<file path="config.mk">
export PLATFORM = sky130hd
export DESIGN_NAME = div_seq
export DESIGN_NICKNAME = d
export VERILOG_FILES = /design/src/rtl/div_seq.sv
export SDC_FILE = /design/constraint.sdc
export NUM_CORES = 1
export LEC_CHECK = 0
export ABC_AREA = 1
export CAP_MARGIN = 20
export CORE_AREA = 2 2 100 102
export DETAILED_ROUTE_END_ITERATION = 10
export DIE_AREA = 0 0 102 104
export PLACE_DENSITY = 0.53
export REMOVE_ABC_BUFFERS = 1
export SLEW_MARGIN = 20
export SYNTH_ARGS = -nofsm -noshare
export SYNTH_HDL_FRONTEND = slang
export SYNTH_SLANG_ARGS = --single-unit
</file>
<file path="constraint.sdc">
create_clock -name clk -period 2.6 [get_ports clk]
set_input_delay 0.52 -clock clk [delete_from_list [all_inputs] [get_ports clk]]
set_output_delay 0.52 -clock clk [all_outputs]
set_load 0.1 [all_outputs]
</file>
<file path="src/rtl/div_seq.sv">
// rtl/div_seq.sv - sequential 8-bit restoring divider, one quotient bit per clock
// Optional two's-complement mode: define DIV_SIGNED_EN.
module div_seq (
  input  logic       clk,
  input  logic       reset,
  input  logic       start,
  input  logic [7:0] x,
  input  logic [7:0] y,
  output logic       busy,
  output logic       done,
  output logic [7:0] q,
  output logic [7:0] r,
  output logic       div_by_zero
);

  typedef enum logic [1:0] {IDLE, CALC, DONE} state_t;

  state_t     state, state_nx;
  logic [8:0] p;
  logic [7:0] d;
  logic [7:0] yr;
  logic [2:0] cnt;
  logic       fin;
  logic       dbz_c;
  logic       accept;
  logic [8:0] p_sh;
  logic [8:0] t;
  logic [7:0] x_op;
  logic [7:0] y_op;
  logic [7:0] q_fix;
  logic [7:0] r_fix;

  assign accept = start && (state != CALC);
  assign p_sh   = {p[7:0], d[7]};
  assign t      = p_sh - {1'b0, yr};

`ifdef DIV_SIGNED_EN
  logic neg_q;
  logic neg_r;

  assign x_op  = x[7] ? (~x + 8'd1) : x;
  assign y_op  = y[7] ? (~y + 8'd1) : y;
  assign q_fix = neg_q ? (~d + 8'd1) : d;
  assign r_fix = neg_r ? (~p[7:0] + 8'd1) : p[7:0];

  // A zero divisor keeps the raw all-ones quotient; only the remainder is re-signed.
  always_ff @(posedge clk) begin
    if (reset) begin
      neg_q <= 1'b0;
      neg_r <= 1'b0;
    end else if (accept) begin
      neg_q <= (x[7] ^ y[7]) && (y != 8'd0);
      neg_r <= x[7];
    end
  end
`else
  assign x_op  = x;
  assign y_op  = y;
  assign q_fix = d;
  assign r_fix = p[7:0];
`endif

  always_ff @(posedge clk) begin
    if (reset) state <= IDLE;
    else       state <= state_nx;
  end

  always_comb begin
    state_nx = state;
    case (state)
      IDLE:    if (start) state_nx = CALC;
      CALC:    if (fin)   state_nx = DONE;
      DONE:    state_nx = start ? CALC : IDLE;
      default: state_nx = IDLE;
    endcase
  end

  always_comb begin
    busy = (state == CALC);
    done = (state == DONE);
  end

  // fin marks that all 8 iterations are in; the following CALC cycle retires the result.
  always_ff @(posedge clk) begin
    if (reset) begin
      p     <= 9'd0;
      d     <= 8'd0;
      yr    <= 8'd0;
      cnt   <= 3'd0;
      fin   <= 1'b0;
      dbz_c <= 1'b0;
    end else if (accept) begin
      p     <= 9'd0;
      d     <= x_op;
      yr    <= y_op;
      cnt   <= 3'd0;
      fin   <= 1'b0;
      dbz_c <= (y == 8'd0);
    end else if (state == CALC && !fin) begin
      if (!t[8]) begin
        p <= t;
        d <= {d[6:0], 1'b1};
      end else begin
        p <= p_sh;
        d <= {d[6:0], 1'b0};
      end
      cnt <= cnt + 3'd1;
      if (cnt == 3'd7) fin <= 1'b1;
    end
  end

  always_ff @(posedge clk) begin
    if (reset) begin
      q           <= 8'd0;
      r           <= 8'd0;
      div_by_zero <= 1'b0;
    end else if (state == CALC && fin) begin
      q           <= q_fix;
      r           <= r_fix;
      div_by_zero <= dbz_c;
    end
  end

endmodule
</file>
==> flow_summary.ini, run 1 <==
[status]
status = completed

[finish]
final_common_cell = nand2_1
utilization_pct = 30.44
drive_gt1_share_pct = 10.93
diodes = 0
most-common-layout-cells = nand2_1 (97), dfxtp_1 (48), inv_1 (39), a21oi_1 (37), nand3_1 (35)
areaGrowthSynthToFinish_pct = 23.76
final_cells = 499
fin_area_um2 = 2907
finalNetCount = 396

[placement]
portBuffers = 37
dpl_cell_area_um2 = 2825
pre_cts_slack_ps = 466.4
dp_cells = 492
hpwl_um = 4322
place_congestion = 0.7539

[worst_hold_path]
hold_start = yr[7]
whs_path_depth = 2
min_to = yr[7]
hp-class = flip-flop to flip-flop

[clock_tree]
cts_buffers = 5
cts_setup_buffers = 0
cts.sinks = 48
cts_max_level = 2
cts_buffer_depth = 2
clk_pin_slew_ps = 90
cts_tree = done
ctsRootBufferMaster = clkbuf_8
clk_latency_ps = 300
post_cts_resized = 0
ctsHoldBuffers = 0

[critical_path]
r2r_setup_slack_ps = 470
endpoint_kind = flip-flop
reg2reg_depth = 14
cp_data_required_time_ps = 2840
r2r-end = p[7]
path_buf_inv = 2
crit_slowest_cell = fa_1
cp_max_fo = 9
crit_chain = inv_1, ha_1, fa_1, inv_1, nand2_1, nand2_1, nand3_1, nand2_1, nand2_4, nand2_4, nand2_2, nand2_1, nand2_1, a21oi_2
cpPeakStageDelay_ps = 410
worstSetupPathType = flip-flop to flip-flop
r2r-start = d[7]
worst_setup_path_start_kind = flip-flop
crit_family = simple AND/OR/NAND/NOR gates
cp_data_arrival_time_ps = 2370
crit_top_cell = nand2_1

[detailed_routing]
viasPerCell = 4.331
dr.pass1.iters = 4
wl_per_cell_um = 11.69
drt_first_iter_violations = 72
drc_errors = 0
wl_um = 5833
ant_nets = 0
vias = 2161

[power_and_ir_drop]
power.leakage_uw = 0.001209
power_density_nw_per_um2 = 556.2
irDropWorstVdd_mv = 0.2028

[global_route]
grt_pass1_vias = 2053
grt_max_degree = 23
overflow = 0
grtUsageTotal_pct = 11.57
antenna_found_initial = 0
grt_pass1_wl_um = 9915

[logic_synthesis]
ys_ff_latch = 48
synth_area_per_cell_um2 = 7.117
synth_area_um2 = 2349
yosysUniqueCellTypes = 25
synth_edf_count = 0
async_reset_ff_share_pct = 0
syn-instance-count = 330
synth.yosys.seq_area_share_pct = 40.92
synthFlopType = dfxtp_1
ys_warn_count = 0

[sta]
fin_skew_ps = 7.821
hold_viol_final = 0
min_period_over_period_pct = 82.02
rsz0062_at_grt = false
drv_slew = 0
setup_viol = 0
worstMarginPinSlew_ps = 611.0
fmax_mhz = 468.9
period_needed_ps = 2132
max_slew_margin_pct = 59.17
fin_ws_ps = 467.5

[die]
fp-row-count = 36
start_util_pct = 24.59
fp.dieW_um = 102
die_h_um = 104
die_area_um2 = 10610
core_um2 = 9549
pin_count = 38

[job]
maxCapViolations = 0
## cell families after synthesis
kind of cell | synth area share (%)
adders and majority gates | 6.180
buffers and inverters | 9.217
AOI/OAI and AO/OA | 13.32
and+or+nand+nor | 29.25
xor gates and xnor gates | 1.119
DFF | 40.92
## cell type report
class / instances / area [um2]
tap: 133 / 166.4
fill: 1103 / 6643
clock inverter: 2 / 12.51
multi-input combinational: 229 / 1171
timing repair buffer: 43 / 380.4
clock buffer: 5 / 68.82
inverter: 39 / 146.4
sequential: 48 / 960.9
## routing by layer
layer / vias to the layer above / GRT usage, % / part of all wire (%)
li1: 1142 / - / -
met1: 983 / 15.98 / 48
met2: 29 / 18.37 / 47
met3: 7 / 2.151 / 3.4
met4: 0 / 3.143 / 1.3
met5: - / 0 / 0
## metrics by stage
step                TNS [ps]  total power [uW]  hold WS, ps
finish                     0              1617        460.0
global route               0              1721        489.2
CTS                        0              1637        468.0
detailed placement         0              1197        454.9
global placement           0              1191        450.6
floorplan             -39120              1074        429.1
## sequential cells by signal, indices dropped and copies added, names as in the netlist
signal / flops
cnt: 3
state: 2
r: 8
p: 8
div_by_zero: 1
d: 8
fin: 1
yr: 8
q: 8
dbz_c: 1
## where the power goes
part | internal [uW] | total [uW] | switching [uW]
registers | 765 | 786 | 21.4
logic | 149 | 392 | 243
clock network | 183 | 439 | 256
## synthesized netlist by cell type, types with 3 or more instances
cell      number  area share (%)
a21oi_1       37             7.9
a31oi_1        8             2.1
buf_2          8             1.7
clkbuf_1       4            0.64
dfxtp_1       48              41
ha_1          10             5.3
inv_1         39             6.2
nand2_1       97              16
nand3_1       35             7.5
nand3b_1       4             1.3
nor2_1        11             1.8
o21ai_0        9             1.9
xor2_1         3             1.1
## tightest hold or removal path, stage by stage (launching register included)
cell and delay, ps:
dfxtp_1 310, inv_1 60, a21oi_1 50
## how the worst max path moves through the flow
stage,from,to,slack (ps),depth (start not counted)
global placement,d[7],p[7],510,13
floorplan,state[0],d[0],-1150,9
detailed placement,start,cnt[0],470,7
finish,d[7],p[7],470,14
CTS,d[7],p[7],450,14
global route,d[7],p[7],280,14
Power figures use the tool's default switching activity.
==> run 2: changes to the inputs <==
clock period = 2 ns   (was 2.6 ns; I/O delays follow)
==> flow_summary.ini, run 2 (synthesis gave the netlist of run 1 again) <==
[worst_hold_path]
hp-class = flip-flop to flip-flop

[power_and_ir_drop]
power.leakage_uw = 0.001287
irDropWorstVdd_mv = 0.2913
power_switching_uw = 743.1
p_seq_share_pct = 42.8
p_int_uw = 1643
power_uw = 2386
power_density_nw_per_um2 = 765.5
p_sw_share_pct = 31.15
p_comb_share_pct = 25.8
power.share.clock_pct = 31.4

[die]
fp-row-count = 36
start_util_pct = 24.59
pin_count = 38
core_um2 = 9549
fp.dieW_um = 102
die_area_um2 = 10610
die_h_um = 104

[finish]
final-seq-area_um2 = 962.2
drive_gt1_share_pct = 16.18
final_common_cell = nand2_1
multiInputGateArea_um2 = 1275
areaGrowthSynthToFinish_pct = 32.71
utilization_pct = 32.64
fill_cells = 1049
fin_area_um2 = 3117
diodes = 0
most-common-layout-cells = nand2_1 (94), dfxtp_1 (47), inv_1 (37), a21oi_1 (36), nand3_1 (34)
finalNetCount = 406

[critical_path]
cp_data_required_time_ps = 2230
cp_data_arrival_time_ps = 2130
worstSetupStartpoint = d[7]
endpoint_kind = flip-flop
reg2reg_depth = 14
worstSetupPathType = flip-flop to flip-flop
r2r-start = d[7]
r2r-end = p[7]
r2r_setup_slack_ps = 100
endpoint = p[7]
cp_max_fo = 5
worst_setup_path_start_kind = flip-flop

[placement]
portBuffers = 37
dpl_cell_area_um2 = 2875
hpwl_um = 4420
place_congestion = 0.8041

[clock_tree]
cts_tree = done
cts_buffer_depth = 2
ctsHoldBuffers = 0
clk_pin_slew_ps = 90
ctsRootBufferMaster = clkbuf_8
cts_buffers = 5
cts.sinks = 48
clk_latency_ps = 300
cts_max_level = 2

[global_route]
overflow = 0
grt_pass1_vias = 2103
grt_max_degree = 23
grtUsageTotal_pct = 11.57
grt_pass1_wl_um = 10090
antenna_found_initial = 0

[sta]
drv_slew = 0
fmax_mhz = 527.5
max_slew_margin_pct = 55.82
tns_ps = 0
rsz0062_at_grt = true
worstMarginPinSlew_ps = 661.1
fin_skew_ps = 6.511
setup_viol = 0
hold_viol_final = 0
min_period_over_period_pct = 94.79
timing.hold.ws_ps = 465.9
period_needed_ps = 1896

[detailed_routing]
vias = 2228
drc_errors = 0
dr.pass1.iters = 4
wl_per_cell_um = 12.05
viasPerCell = 4.369
ant_nets = 0
wl_um = 6144
drt_first_iter_violations = 116

[job]
maxCapViolations = 0

[status]
status = completed
run 2: cell count changes in the layout (fill, tap and decap cells not counted), sizes merged:
cell and delta:
buf +7, bufinv +1, clkbuf +1, clkinvlp -1
nand2 +2, nand3 +1
run 2: power groups by stage:
stage / registers, uW / clock network, uW / logic (uW)
after floorplan: 1040 / 0 / 360
after global placement: 1040 / 0 / 517
after detailed placement: 1040 / 0 / 523
after CTS: 1020 / 767 / 536
after global routing: 1030 / 809 / 688
final: 1020 / 749 / 614
run 2: what timing repair did:
item,in CTS,in global routing
setup endpoints to repair,6,9
gates cloned,1,2
pin swaps,1,6
setup buffers,0,2
resized for setup,1,17
run 2: final cells by class:
type,count,share of cell area [%]
multi-input combinational,232,40.91
timing repair buffer,50,14.29
sequential,48,30.87
clock inverter,2,1.244
inverter,39,4.697
tap,133,5.339
clock buffer,6,2.650
run 2: critical path, cell delays in order, from the launching register on:
cell     delay (ps)
dfxtp_2         360
inv_2            50
ha_4            160
fa_2            400
inv_2            60
nand2_2          50
nand2_2          80
nand3_4         100
nand2_4         120
nand2_8          80
nand2_8          80
nand2_2          50
nand2_1          50
nand2_1          50
a21oi_2         120
run 2: worst min path at each step:
stage                     startpoint    end  slack, ps  depth (start not counted)
after detailed placement       dbz_c  dbz_c        450                          2
after floorplan                dbz_c  dbz_c        430                          2
after global placement         dbz_c  dbz_c        450                          2
after global routing            r[2]   r[2]        480                          2
after CTS                      yr[4]  yr[4]        470                          2
final                          yr[4]  yr[4]        470                          2
run 2: metal layers:
layer / vias to the layer above / share of wire, % / GRT usage [%]
li1: 1167 / - / -
met4: 0 / 0.72 / 2.857
met3: 2 / 2.6 / 1.882
met1: 1032 / 48 / 15.42
met5: - / 0 / 0
met2: 27 / 49 / 19.31
run 2: stage by stage:
step / cells / worst slack (ps)
final: 510 / 104.3
after global routing: 510 / -17.87
after CTS: 506 / 0.5222
after detailed placement: 497 / 1.630
after global placement: 497 / 31.46
after floorplan: 316 / -1745
==> run 3: changes to the inputs <==
CAP_MARGIN = 40   (was 20)
CORE_AREA = 8 8 106 108   (was 2 2 100 102)
DIE_AREA = 0 0 114 116   (was 0 0 102 104)
==> flow_summary.ini, run 3 (synthesis gave the netlist of run 1 again) <==
[clock_tree]
cts_tree = done
ctsRootBufferMaster = clkbuf_8
clk_latency_ps = 300
cts_buffers = 5
cts.sinks = 48
cts_max_level = 2
clk_pin_slew_ps = 90
ctsHoldBuffers = 0
cts_buffer_depth = 2

[critical_path]
cp_max_fo = 6
endpoint_kind = flip-flop
cp_data_arrival_time_ps = 2150
cp_data_required_time_ps = 2240
worstSetupPathType = flip-flop to flip-flop
worst_setup_path_start_kind = flip-flop

[detailed_routing]
vias = 2216
wl_um = 6083
ant_nets = 0
wl_per_cell_um = 11.95
drc_errors = 0
viasPerCell = 4.354
dr.pass1.iters = 5
drt_first_iter_violations = 118

[power_and_ir_drop]
irDropWorstVdd_mv = 0.4182
power.leakage_uw = 0.001289
power_density_nw_per_um2 = 764.8

[finish]
final_common_cell = nand2_1
fill_cells = 1069
areaGrowthSynthToFinish_pct = 32.55
most-common-layout-cells = nand2_1 (94), dfxtp_1 (47), inv_1 (37), a21oi_1 (35), nand3_1 (34)
finalNetCount = 405
drive_gt1_share_pct = 16.22
diodes = 0

[global_route]
grt_max_degree = 30
overflow = 0
met2_usage_pct = 15.50
grtUsageMet3_pct = 2.449
grt_pass1_vias = 2111
grtUsageMet1_pct = 11.41
grtUsageTotal_pct = 9.358
grt_pass1_wl_um = 10100
busiest_layer = met2
antenna_found_initial = 0

[sta]
fin_skew_ps = 5.056
max_slew_margin_pct = 58.67
tns_ps = 0
min_period_over_period_pct = 95.39
fmax_mhz = 524.1
period_needed_ps = 1908
drv_slew = 0
timing.hold.ws_ps = 461.6
hold_viol_final = 0
worstMarginPinSlew_ps = 618.5
setup_viol = 0

[die]
start_util_pct = 24.59
pin_count = 38
core_um2 = 9549
fp.dieW_um = 114
die_h_um = 116
die_area_um2 = 13220
fp-row-count = 36

[placement]
portBuffers = 37
place_congestion = 0.7913
hpwl_um = 4561

[job]
maxCapViolations = 0

[status]
status = completed

[worst_hold_path]
hp-class = flip-flop to flip-flop
[run 3: final cells by class]
cell class / count / area (um2) / area share [%]
clock inverter: 2 / 38.79 / 1.246
clock buffer: 6 / 82.58 / 2.653
multi-input combinational: 231 / 1259 / 40.43
timing repair buffer: 50 / 457.9 / 14.71
inverter: 39 / 146.4 / 4.703
tap: 133 / 166.4 / 5.346
sequential: 48 / 962.2 / 30.91
[run 3: path summary, 6_finish.rpt]
path,start,endpoint,slack (ps),depth (start not counted)
max,d[7],p[7],90,14
min,yr[7],yr[7],460,2
max reg2reg,d[7],p[7],90,14
min reg2reg,yr[7],yr[7],460,2
[run 3: worst max-delay path, cell delays in order, from the launching register on]
cell,delay (ps)
dfxtp_2,350
inv_2,40
ha_2,190
fa_2,400
inv_2,60
nand2_2,50
nand2_2,80
nand3_4,90
nand2_4,110
nand2_8,80
nand2_8,100
nand2_2,50
nand2_1,50
nand2_1,60
a21oi_2,120
[run 3: routing by layer]
| layer | wire [um] | part of all wire, % |
|---|---|---|
| met5 | 0 | 0 |
| met3 | 268 | 4.4 |
| met1 | 2841 | 47 |
| met2 | 2868 | 47 |
| met4 | 105 | 1.7 |
[run 3: metrics by stage]
step	area, um2	worst slack [ps]	util, %	cells	power [uW]
final	3113	92.11	32.60	509	2381
after CTS	3004	0.8329	31.46	504	2314
after global routing	3113	-8.598	32.60	509	2518
after global placement	2880	31.72	30.16	496	1559
after detailed placement	2880	-31.22	30.16	496	1565
after floorplan	2278	-1745	-	316	1396
[run 3: report_power, final]
part | total, uW | internal (uW) | switching, uW | leakage (uW)
logic | 611 | 245 | 367 | 0.000837
registers | 1020 | 994 | 26.2 | 0.000391
clock network | 749 | 409 | 340 | 0.0000614
[run 3: repair_timing]
| item | CTS | global route |
|---|---|---|
| buffers inserted | 0 | 3 |
| setup endpoints to repair | 9 | 9 |
| resized for setup | 1 | 16 |
| cloned | 0 | 2 |
| pin swaps | 0 | 5 |
